File: src/rtl/fabric_reconfig_sequencer_if.sv
// Runtime slot-reload request handshake between a requester and fabric_reconfig_sequencer.
// Master drives valid/slot, slave answers with ready.
interface fabric_reconfig_sequencer_if #(
  parameter int unsigned NUM_SLOTS = 16
);
  localparam int unsigned SLOT_W = (NUM_SLOTS > 1) ? $clog2(NUM_SLOTS) : 1;

  logic              req_valid;
  logic [SLOT_W-1:0] req_slot;
  logic              req_ready;

  modport master (output req_valid, output req_slot, input req_ready);
  modport slave  (input req_valid, input req_slot, output req_ready);
endinterface

File: src/rtl/fabric_reconfig_sequencer.sv
// Sequences boot and runtime bitstream loads, checks word count/configured flag, retries, reports.
// Optional per-attempt watchdog enabled by defining RECONFIG_WATCHDOG_EN.
module fabric_reconfig_sequencer #(
  parameter int unsigned  NUM_SLOTS              = 16,
  parameter logic [31:0]  BITSTREAM_LENGTH_WORDS = 32'hEA2,
  parameter int unsigned  BOOT_SLOT              = 0,
  parameter int unsigned  MAX_RETRIES            = 2,
  parameter int unsigned  TIMEOUT_CYCLES         = 1 << 20,
  localparam int unsigned SLOT_W                 = (NUM_SLOTS > 1) ? $clog2(NUM_SLOTS) : 1
) (
  input  logic                      clk_i,
  input  logic                      rst_ni,
  input  logic                      boot_en_i,
  fabric_reconfig_sequencer_if.slave req_if,
  output logic                      ctrl_start_o,
  output logic [SLOT_W-1:0]         ctrl_slot_o,
  input  logic                      ctrl_busy_i,
  input  logic                      cfg_busy_i,
  input  logic                      bitstream_valid_i,
  input  logic                      configured_i,
  output logic                      busy_o,
  output logic                      done_o,
  output logic                      error_o,
  output logic [1:0]                err_code_o,
  output logic [31:0]               word_count_o
);

  localparam int unsigned RetryW = (MAX_RETRIES > 0) ? $clog2(MAX_RETRIES + 1) : 1;
  localparam logic [RetryW-1:0] MaxRetries = RetryW'(MAX_RETRIES);
  localparam logic [SLOT_W-1:0] BootSlot   = SLOT_W'(BOOT_SLOT);
  localparam logic [SLOT_W-1:0] MaxSlot    = SLOT_W'(NUM_SLOTS - 1);

  typedef enum logic [2:0] {
    StIdle, StStart, StWaitBusy, StLoad, StDrain, StCheck, StError
  } state_e;

  state_e            r_state, w_state_d;
  logic              r_boot_done, w_boot_done_d;
  logic [RetryW-1:0] r_retries, w_retries_d;
  logic [31:0]       r_word_count, w_word_count_d;
  logic [SLOT_W-1:0] r_slot, w_slot_d;
  logic              r_ctrl_start, w_ctrl_start_d;
  logic              r_req_ready, w_req_ready_d;
  logic              r_busy;
  logic              r_done, w_done_d;
  logic              r_error, w_error_d;
  logic [1:0]        r_err_code, w_err_code_d;
  logic              w_boot_pending, w_accept, w_in_attempt;

`ifdef RECONFIG_WATCHDOG_EN
  localparam int unsigned WdogW = $clog2(TIMEOUT_CYCLES + 1);
  logic [WdogW-1:0] r_wdog, w_wdog_d;
`endif

  always_comb begin
    w_state_d      = r_state;
    w_boot_done_d  = r_boot_done;
    w_retries_d    = r_retries;
    w_word_count_d = r_word_count;
    w_slot_d       = r_slot;
    w_ctrl_start_d = 1'b0;
    w_done_d       = 1'b0;
    w_error_d      = r_error;
    w_err_code_d   = r_err_code;

    w_boot_pending = boot_en_i & ~r_boot_done;
    // A pending boot always wins over a request presented in the same cycle.
    w_accept       = req_if.req_valid & r_req_ready & ~w_boot_pending;
    w_in_attempt   = (r_state == StWaitBusy) || (r_state == StLoad) || (r_state == StDrain);

    if (w_in_attempt && bitstream_valid_i && (r_word_count != 32'hFFFF_FFFF)) begin
      w_word_count_d = r_word_count + 32'd1;
    end

    case (r_state)
      StIdle: begin
        if (w_boot_pending || w_accept) begin
          w_error_d    = 1'b0;
          w_err_code_d = 2'b00;
          w_retries_d  = '0;
          w_state_d    = StStart;
          if (w_boot_pending) begin
            w_slot_d      = BootSlot;
            w_boot_done_d = 1'b1;
          end else if (32'(req_if.req_slot) >= NUM_SLOTS) begin
            w_slot_d = MaxSlot;
          end else begin
            w_slot_d = req_if.req_slot;
          end
        end
      end
      StStart: begin
        if (!(ctrl_busy_i || cfg_busy_i)) begin
          w_ctrl_start_d = 1'b1;
          w_word_count_d = '0;
          w_state_d      = StWaitBusy;
        end
      end
      StWaitBusy: if (ctrl_busy_i)  w_state_d = StLoad;
      StLoad:     if (!ctrl_busy_i) w_state_d = StDrain;
      StDrain:    if (!cfg_busy_i)  w_state_d = StCheck;
      StCheck: begin
        if ((r_word_count == BITSTREAM_LENGTH_WORDS) && configured_i) begin
          w_done_d  = 1'b1;
          w_state_d = StIdle;
        end else if (r_retries < MaxRetries) begin
          w_retries_d = r_retries + 1'b1;
          w_state_d   = StStart;
        end else begin
          w_error_d    = 1'b1;
          w_err_code_d = (r_word_count != BITSTREAM_LENGTH_WORDS) ? 2'b01 : 2'b10;
          w_state_d    = StError;
        end
      end
      StError: w_state_d = StIdle;
      default: w_state_d = StIdle;
    endcase

`ifdef RECONFIG_WATCHDOG_EN
    w_wdog_d = r_wdog;
    if (r_state == StStart) begin
      w_wdog_d = '0;
    end else if (w_in_attempt) begin
      w_wdog_d = r_wdog + 1'b1;
      // Timeout overrides any transition this cycle and skips the retry path.
      if (r_wdog == WdogW'(TIMEOUT_CYCLES - 1)) begin
        w_error_d    = 1'b1;
        w_err_code_d = 2'b11;
        w_state_d    = StError;
      end
    end
`endif

    w_req_ready_d = (w_state_d == StIdle) & ~(boot_en_i & ~w_boot_done_d);
  end

  always_ff @(posedge clk_i) begin
    if (!rst_ni) begin
      r_state      <= StIdle;
      r_boot_done  <= 1'b0;
      r_retries    <= '0;
      r_word_count <= '0;
      r_slot       <= '0;
      r_ctrl_start <= 1'b0;
      r_req_ready  <= 1'b0;
      r_busy       <= 1'b0;
      r_done       <= 1'b0;
      r_error      <= 1'b0;
      r_err_code   <= 2'b00;
    end else begin
      r_state      <= w_state_d;
      r_boot_done  <= w_boot_done_d;
      r_retries    <= w_retries_d;
      r_word_count <= w_word_count_d;
      r_slot       <= w_slot_d;
      r_ctrl_start <= w_ctrl_start_d;
      r_req_ready  <= w_req_ready_d;
      r_busy       <= (w_state_d != StIdle);
      r_done       <= w_done_d;
      r_error      <= w_error_d;
      r_err_code   <= w_err_code_d;
    end
  end

`ifdef RECONFIG_WATCHDOG_EN
  always_ff @(posedge clk_i) begin
    if (!rst_ni) r_wdog <= '0;
    else         r_wdog <= w_wdog_d;
  end
`endif

  assign req_if.req_ready = r_req_ready;
  assign ctrl_start_o     = r_ctrl_start;
  assign ctrl_slot_o      = r_slot;
  assign busy_o           = r_busy;
  assign done_o           = r_done;
  assign error_o          = r_error;
  assign err_code_o       = r_err_code;
  assign word_count_o     = r_word_count;

endmodule

File: src/flat_wrapper.sv
// flat-port wrapper written by rule: the top's interface ports become plain ports
module fabric_reconfig_sequencer_flat 
#(
  parameter int unsigned  NUM_SLOTS              = 16,
  parameter logic [31:0]  BITSTREAM_LENGTH_WORDS = 32'hEA2,
  parameter int unsigned  BOOT_SLOT              = 0,
  parameter int unsigned  MAX_RETRIES            = 2,
  parameter int unsigned  TIMEOUT_CYCLES         = 1 << 20,
  localparam int unsigned SLOT_W                 = (NUM_SLOTS > 1) ? $clog2(NUM_SLOTS) : 1
)
  (clk_i, rst_ni, boot_en_i, ctrl_start_o, ctrl_slot_o, ctrl_busy_i, cfg_busy_i, bitstream_valid_i, configured_i, busy_o, done_o, error_o, err_code_o, word_count_o, req_if_req_valid, req_if_req_slot, req_if_req_ready);
  fabric_reconfig_sequencer_if #(.NUM_SLOTS(NUM_SLOTS)) req_if_i ();
  input  logic clk_i;
  input  logic rst_ni;
  input  logic boot_en_i;
  output logic ctrl_start_o;
  output logic [SLOT_W-1:0] ctrl_slot_o;
  input  logic ctrl_busy_i;
  input  logic cfg_busy_i;
  input  logic bitstream_valid_i;
  input  logic configured_i;
  output logic busy_o;
  output logic done_o;
  output logic error_o;
  output logic [1:0] err_code_o;
  output logic [31:0] word_count_o;
  input wire logic [$bits(req_if_i.req_valid)-1:0] req_if_req_valid;
  input wire logic [$bits(req_if_i.req_slot)-1:0] req_if_req_slot;
  output wire logic [$bits(req_if_i.req_ready)-1:0] req_if_req_ready;
  assign req_if_i.req_valid = req_if_req_valid;
  assign req_if_i.req_slot = req_if_req_slot;
  assign req_if_req_ready = req_if_i.req_ready;
  fabric_reconfig_sequencer #(.NUM_SLOTS(NUM_SLOTS), .BITSTREAM_LENGTH_WORDS(BITSTREAM_LENGTH_WORDS), .BOOT_SLOT(BOOT_SLOT), .MAX_RETRIES(MAX_RETRIES), .TIMEOUT_CYCLES(TIMEOUT_CYCLES)) u_core (.clk_i(clk_i), .rst_ni(rst_ni), .boot_en_i(boot_en_i), .req_if(req_if_i), .ctrl_start_o(ctrl_start_o), .ctrl_slot_o(ctrl_slot_o), .ctrl_busy_i(ctrl_busy_i), .cfg_busy_i(cfg_busy_i), .bitstream_valid_i(bitstream_valid_i), .configured_i(configured_i), .busy_o(busy_o), .done_o(done_o), .error_o(error_o), .err_code_o(err_code_o), .word_count_o(word_count_o));
endmodule
File: config.mk
export PLATFORM = sky130hd
export DESIGN_NAME = fabric_reconfig_sequencer_flat
export DESIGN_NICKNAME = d
export VERILOG_FILES = /design/src/rtl/fabric_reconfig_sequencer_if.sv /design/src/rtl/fabric_reconfig_sequencer.sv /design/src/flat_wrapper.sv
export SDC_FILE = /design/constraint.sdc
export NUM_CORES = 1
export LEC_CHECK = 0
export ABC_AREA = 1
export CAP_MARGIN = 30
export CELL_PAD_IN_SITES_DETAIL_PLACEMENT = 0
export CELL_PAD_IN_SITES_GLOBAL_PLACEMENT = 1
export CORE_UTILIZATION = 30
export CTS_BUF_LIST = sky130_fd_sc_hd__clkbuf_8
export DETAILED_ROUTE_END_ITERATION = 7
export PLACE_DENSITY_LB_ADDON = 0.12
export SYNTH_ARGS = -nofsm -noshare
export SYNTH_HDL_FRONTEND = slang
export SYNTH_SLANG_ARGS = --single-unit
File: constraint.sdc
create_clock -name clk_i -period 3.77 [get_ports clk_i]
set_clock_uncertainty 0.1 [all_clocks]
set_input_delay 0.754 -clock clk_i [delete_from_list [all_inputs] [get_ports clk_i]]
set_output_delay 0.754 -clock clk_i [all_outputs]
set_load 0.02 [all_outputs]
Yosys cells after proc, flatten, opt, wreduce, memory -nomap -nowiden. Index checks and enable logic that the tools add are counted.

Add/sub/neg operators: 2. $lt $le $gt $ge: 1. Eq/ne operators: 12. Multiplexer cells: 29. Bitwise gates (word level): 9. Reduce and logical (&&, ||, !) cells: 16.

Operators with widths (number): $mux 32 (3); $add 32x1->32 const B (1); $eq 32x12->1 const B (1); $ne 32x12->1 const B (1); $ne 32x32->1 const B (1); $mux 3 (7); $pmux 3 s6 (1); $mux 2 (6); $mux 1 (8); $pmux 2 s2 (2); $reduce_and 4->1 (2); $eq 3x2->1 const B (2); $eq 3x3->1 const B (2); $logic_not 3->1 (2); $reduce_and 2->1 (3); $and 1x1->1 (5); $logic_or 1x1->1 (4); $mux 4 (1); $ne 2x1->1 const B (2); $ne 2x2->1 const B (2); $not 1->1 (4); $eq 3x1->1 const B (1); $logic_and 1x1->1 (3); $reduce_bool 3->1 (1); 4 further kinds (4).

Register bits after elaboration: 49. Input port bits: 12. Output and inout bits: 43. Logic and storage cells: 80.

Depth between registers and ports, before layout.
Depth in word-level cells: 11. Gate-level depth with buffers: 12. Depth with buffers taken out: 12.

Least setup slack after synthesis. Ideal clock, no wire load.

Path kind: reg-to-reg. From: register u_core.r_word_count[1], in the netlist u_core.word_count_o[1]. To: register u_core.r_word_count[21], in the netlist u_core.word_count_o[21]. Library setup time: 0.117 ns. Arrival time: 1.634 ns. Required time: 3.553 ns. Setup slack: 1.918 ns. Cell stages (with the launch flop): 12. Path buffers: 1. Clock period less this slack: 1.852 ns. Cell sequence: dfxtp_1 ha_1 inv_1 nor2_2 nand2_2 nor2_1 nand2_1 nand2_4 buf_4 nor2_2 xnor2_1 nor2_1.

Cells in the longest elaborated chain, start to end: 5. Elaborated cells between the ends (all ways): 6. Those cells by class: add/sub (1); eq/ne (1); mux (3); reduce/logical (1).

RTL lines: start, declared (RTL line fabric_reconfig_sequencer.sv:40) `logic [31:0] r_word_count, w_word_count_d;`; start signal, assigned (RTL line fabric_reconfig_sequencer.sv:154) `r_word_count <= w_word_count_d;`; parallel branches: the longest is 2 deep, another holds $add 32x1->32; $mux 32 (*) (RTL line fabric_reconfig_sequencer.sv:71) `if (w_in_attempt && bitstream_valid_i && (r_word_count != 32'hFFFF_FFFF)) begin`; $mux 32 (RTL line fabric_reconfig_sequencer.sv:93) `if (!(ctrl_busy_i || cfg_busy_i)) begin`; $mux 32 (*) (RTL line fabric_reconfig_sequencer.sv:75) `case (r_state)`.

Every way passes the cells marked *. A chain may end at the register's enable or synchronous reset.

==> results.sh <==
export IMPL_max_cap_violations=0
export IMPL_grt_first_pass_wirelength_mm=13.26
export IMPL_fin_util=0.3964
export IMPL_timing_critical_path_required_ps=3900
export IMPL_grtUsageTotal=0.1724
export IMPL_grt_setup_unrepaired="no"
export IMPL_ys_types=34
export IMPL_root_buffer_selected_by_cts="sky130_fd_sc_hd__clkbuf_8"
export IMPL_proportion_of_synthesized_area_in_mux_cells=0
export IMPL_power_ir_vdd_worst_v=0.0001528
export IMPL_grt_overflow=0
export IMPL_finalHoldViolations=0
export IMPL_path_clk_slew_ps=100
export IMPL_maximum_number_of_pins_on_one_net_before_global_route_repair=25
export IMPL_ys_seq_area_frac=0.3557
export IMPL_worst_endpoint_arrival_ps=2560
export IMPL_post_synth_fa_ha_maj_area_fraction=0.009074
export IMPL_boundaryPins=55
export IMPL_final_min_period_over_clock_period=0.6462
export IMPL_outcome="finished with violations"
export IMPL_floorplan_initialDensity=0.3132
export IMPL_min_path_type="flip-flop to flip-flop"
export IMPL_drcViolationCount=5
export IMPL_route_vias_total=2797
export IMPL_core_area_sq_um=8806
export IMPL_placement_rows=34
export IMPL_clk_latency_ps=300
export IMPL_hpwl_mm=6.015
export IMPL_number_of_enable_flip_flop_cells_after_synthesis=0
export IMPL_synth_xor_area_share=0.04129
export IMPL_synth_yosys_warnings=0
export IMPL_detail_route_iter0_violations=79
export IMPL_share_of_post_route_cells_with_drive_strength_above_1=0.06327
export IMPL_maxSlewHeadroom=0.6773
export IMPL_grt_antenna_before_repair=0
export IMPL_die_width_um=97.88
export IMPL_numClockSinks=49
export IMPL_cts_htree_levels=2
export IMPL_synthArstFlopShare=0
export IMPL_worstMarginPinSlew_ps=482.2
export IMPL_detail_route_wl_per_cell_um=13.12
export IMPL_syn_area_per_cell_sq_um=6.369
export IMPL_first_global_vias=2711
export IMPL_detail_route_first_pass_iterations=6
export IMPL_clock_fmax_ghz=0.4105
export IMPL_ctsLongestPathBuffers=2
export IMPL_count_of_mapped_cells_out_of_synthesis=433
export IMPL_drt_antenna_violating_nets=0
export IMPL_post_cts_repair_setup_buffers=0
export IMPL_final_nets=504
export IMPL_viasPerCell=4.677
export IMPL_worst_setup_path_end_kind="flip-flop"
export IMPL_synth_compound_area_share=0.1080
export IMPL_yosys_area_share_simple=0.4011
export IMPL_cellPowerDensity_nw_per_um2=294.6
export IMPL_die_height_um=97.88
export IMPL_synth_ff_type="sky130_fd_sc_hd__dfxtp_1"
export IMPL_combinational_family_with_the_most_area_after_synthesis="simple AND/OR/NAND/NOR gates"
export IMPL_cts_hold_buf=0
export IMPL_place_congestion=0.7421
export IMPL_die_area_sq_um=9580
export IMPL_setup_viol=0
export IMPL_tritoncts="done"
export IMPL_maxSlewViolCount=0
export IMPL_synth_seq_cells=49
export IMPL_critical_path_class="input port to flip-flop"
export IMPL_io_buffers=54
export IMPL_syn_cell_area_sq_um=2758
export IMPL_placed_cell_area_sq_um=3405
export IMPL_r2r_cells=11
export IMPL_routed_wirelength_mm=7.847
export IMPL_mappedNetlistNets=447
export IMPL_design_area_sq_um=3491
export IMPL_antenna_diode_instance_count=0
export IMPL_crit_path_start_kind="input port"
export IMPL_numCtsBuffers=5
export IMPL_cellLeakagePower_uw=0.001231
export IMPL_cp_max_fo=17
export IMPL_post_cts_resize_count=0
export IMPL_layout_min_cycle_time_ps=2436
export IMPL_worstHoldPathCells=2
export IMPL_violations_in_the_final_reports="DRC"
export IMPL_flow_area_growth_from_synthesis_pct=26.59
export IMPL_timing_setup_tns_ps=0
==> final cells by class <==
class                           count  area [sq um]
Multi-Input combinational cell    328          1543
Fill cell                         991          5315
Timing Repair Buffer               56         555.5
Sequential cell                    49         980.9
Inverter                           50         190.2
Tap cell                          108         135.1
Clock inverter                      1         3.754
Clock buffer                        6         82.58
==> path summary, 6_finish.rpt <==
| kind | start | endpoint | slack, ps |
|---|---|---|---|
| worst max-delay path | rst_ni | u_core.word_count_o[15]$_SDFF_PN0_ | 1330 |
| worst max register to register | u_core.word_count_o[1]$_SDFF_PN0_ | u_core.word_count_o[17]$_SDFF_PN0_ | 1630 |
| worst min register to register | u_core.error_o$_SDFFE_PN0P_ | u_core.error_o$_SDFFE_PN0P_ | 370 |
| worst min-delay path | u_core.error_o$_SDFFE_PN0P_ | u_core.error_o$_SDFFE_PN0P_ | 370 |
==> stage by stage <==
stage / instances / setup slack, ps / power (uW) / hold WS (ps)
after floorplan: 433 / 1918 / 655.2 / 391.0
after global placement: 591 / 1042 / 714.4 / 359.1
after detailed placement: 591 / 979.7 / 714.8 / 357.2
after CTS: 598 / 1307 / 1040 / 373.6
after global routing: 598 / 1205 / 1079 / 395.4
final: 598 / 1334 / 1029 / 369.7
==> Yosys cell counts (all sizes together) (5+ instances only) <==
cell / instances / area (sq um)
nor3: 10 / 50.05
nor2: 100 / 405.4
xor2: 7 / 61.31
nand3: 25 / 130.1
xnor2: 6 / 52.55
o21ai: 16 / 80.07
dfxtp: 49 / 980.9
nand2: 113 / 449.2
nand4: 7 / 43.79
buf: 5 / 40.04
inv: 49 / 186.4
a21oi: 28 / 140.1
==> cells by family after synthesis <==
group | after synthesis
flip-flops | 49
XOR/XNOR | 13
adder cells (fa/ha/maj) | 2
AO/OA/AOI/OAI | 54
buffers and inverters | 56
AND/OR/NAND/NOR | 259
==> metal layers <==
metal  track usage  wire length, um  up-vias
met3       0.02863              223       10
met1        0.2374             4011     1259
met4       0.05128              116        0
li1              -                -     1481
met2        0.2752             3495       47
met5             0                0        -
==> flip-flops by register name, summed over array words and instances, names as in the netlist <==
name                     flops
u_core.err_code_o            2
u_core.busy_o                1
u_core.error_o               1
u_core.word_count_o         32
u_core.r_state               3
u_core.r_boot_done           1
u_core.ctrl_slot_o           4
u_core.req_if.req_ready      1
u_core.done_o                1
u_core.r_retries             2
u_core.ctrl_start_o          1
==> power breakdown <==
| group | total, uW | internal (uW) | leakage (uW) | switching [uW] |
|---|---|---|---|---|
| logic | 151 | 62.2 | 0.000786 | 88.5 |
| clock network | 327 | 144 | 0.0000485 | 184 |
| registers | 550 | 535 | 0.000397 | 15.9 |
| total | 1030 | 740 | 0.00123 | 288 |
==> cell usage in the layout (no fill, tap or decap) <==
cell type / instances
sky130_fd_sc_hd__nand2_4: 1
sky130_fd_sc_hd__nor3_1: 10
sky130_fd_sc_hd__inv_1: 47
sky130_fd_sc_hd__o21ai_0: 9
sky130_fd_sc_hd__nand3_1: 24
sky130_fd_sc_hd__and2_1: 1
sky130_fd_sc_hd__inv_2: 2
sky130_fd_sc_hd__a21boi_2: 1
sky130_fd_sc_hd__o211ai_1: 2
sky130_fd_sc_hd__and3_1: 1
sky130_fd_sc_hd__a21o_1: 2
sky130_fd_sc_hd__nor2_2: 9
sky130_fd_sc_hd__nand2_1: 105
sky130_fd_sc_hd__nor2_4: 1
sky130_fd_sc_hd__clkinv_1: 1
sky130_fd_sc_hd__clkdlybuf4s50_1: 54
sky130_fd_sc_hd__nand3_2: 1
sky130_fd_sc_hd__a211oi_1: 2
sky130_fd_sc_hd__buf_4: 2
sky130_fd_sc_hd__nand2_2: 7
sky130_fd_sc_hd__inv_4: 1
sky130_fd_sc_hd__dfxtp_1: 49
sky130_fd_sc_hd__a21oi_1: 28
sky130_fd_sc_hd__xor2_1: 7
sky130_fd_sc_hd__nand3b_1: 2
sky130_fd_sc_hd__clkbuf_8: 6
sky130_fd_sc_hd__ha_1: 2
sky130_fd_sc_hd__o21ai_1: 7
sky130_fd_sc_hd__a31oi_1: 1
sky130_fd_sc_hd__xnor2_1: 6
sky130_fd_sc_hd__nor2_1: 90
sky130_fd_sc_hd__o21bai_1: 2
sky130_fd_sc_hd__nand4_1: 7
==> critical path: stages <==
cell and delay (ps):
sky130_fd_sc_hd__clkdlybuf4s50_1 530, sky130_fd_sc_hd__clkinv_1 70, sky130_fd_sc_hd__buf_4 200, sky130_fd_sc_hd__nor2_2 410, sky130_fd_sc_hd__inv_1 330, sky130_fd_sc_hd__a211oi_1 270
(Power assumes the default switching activity.)
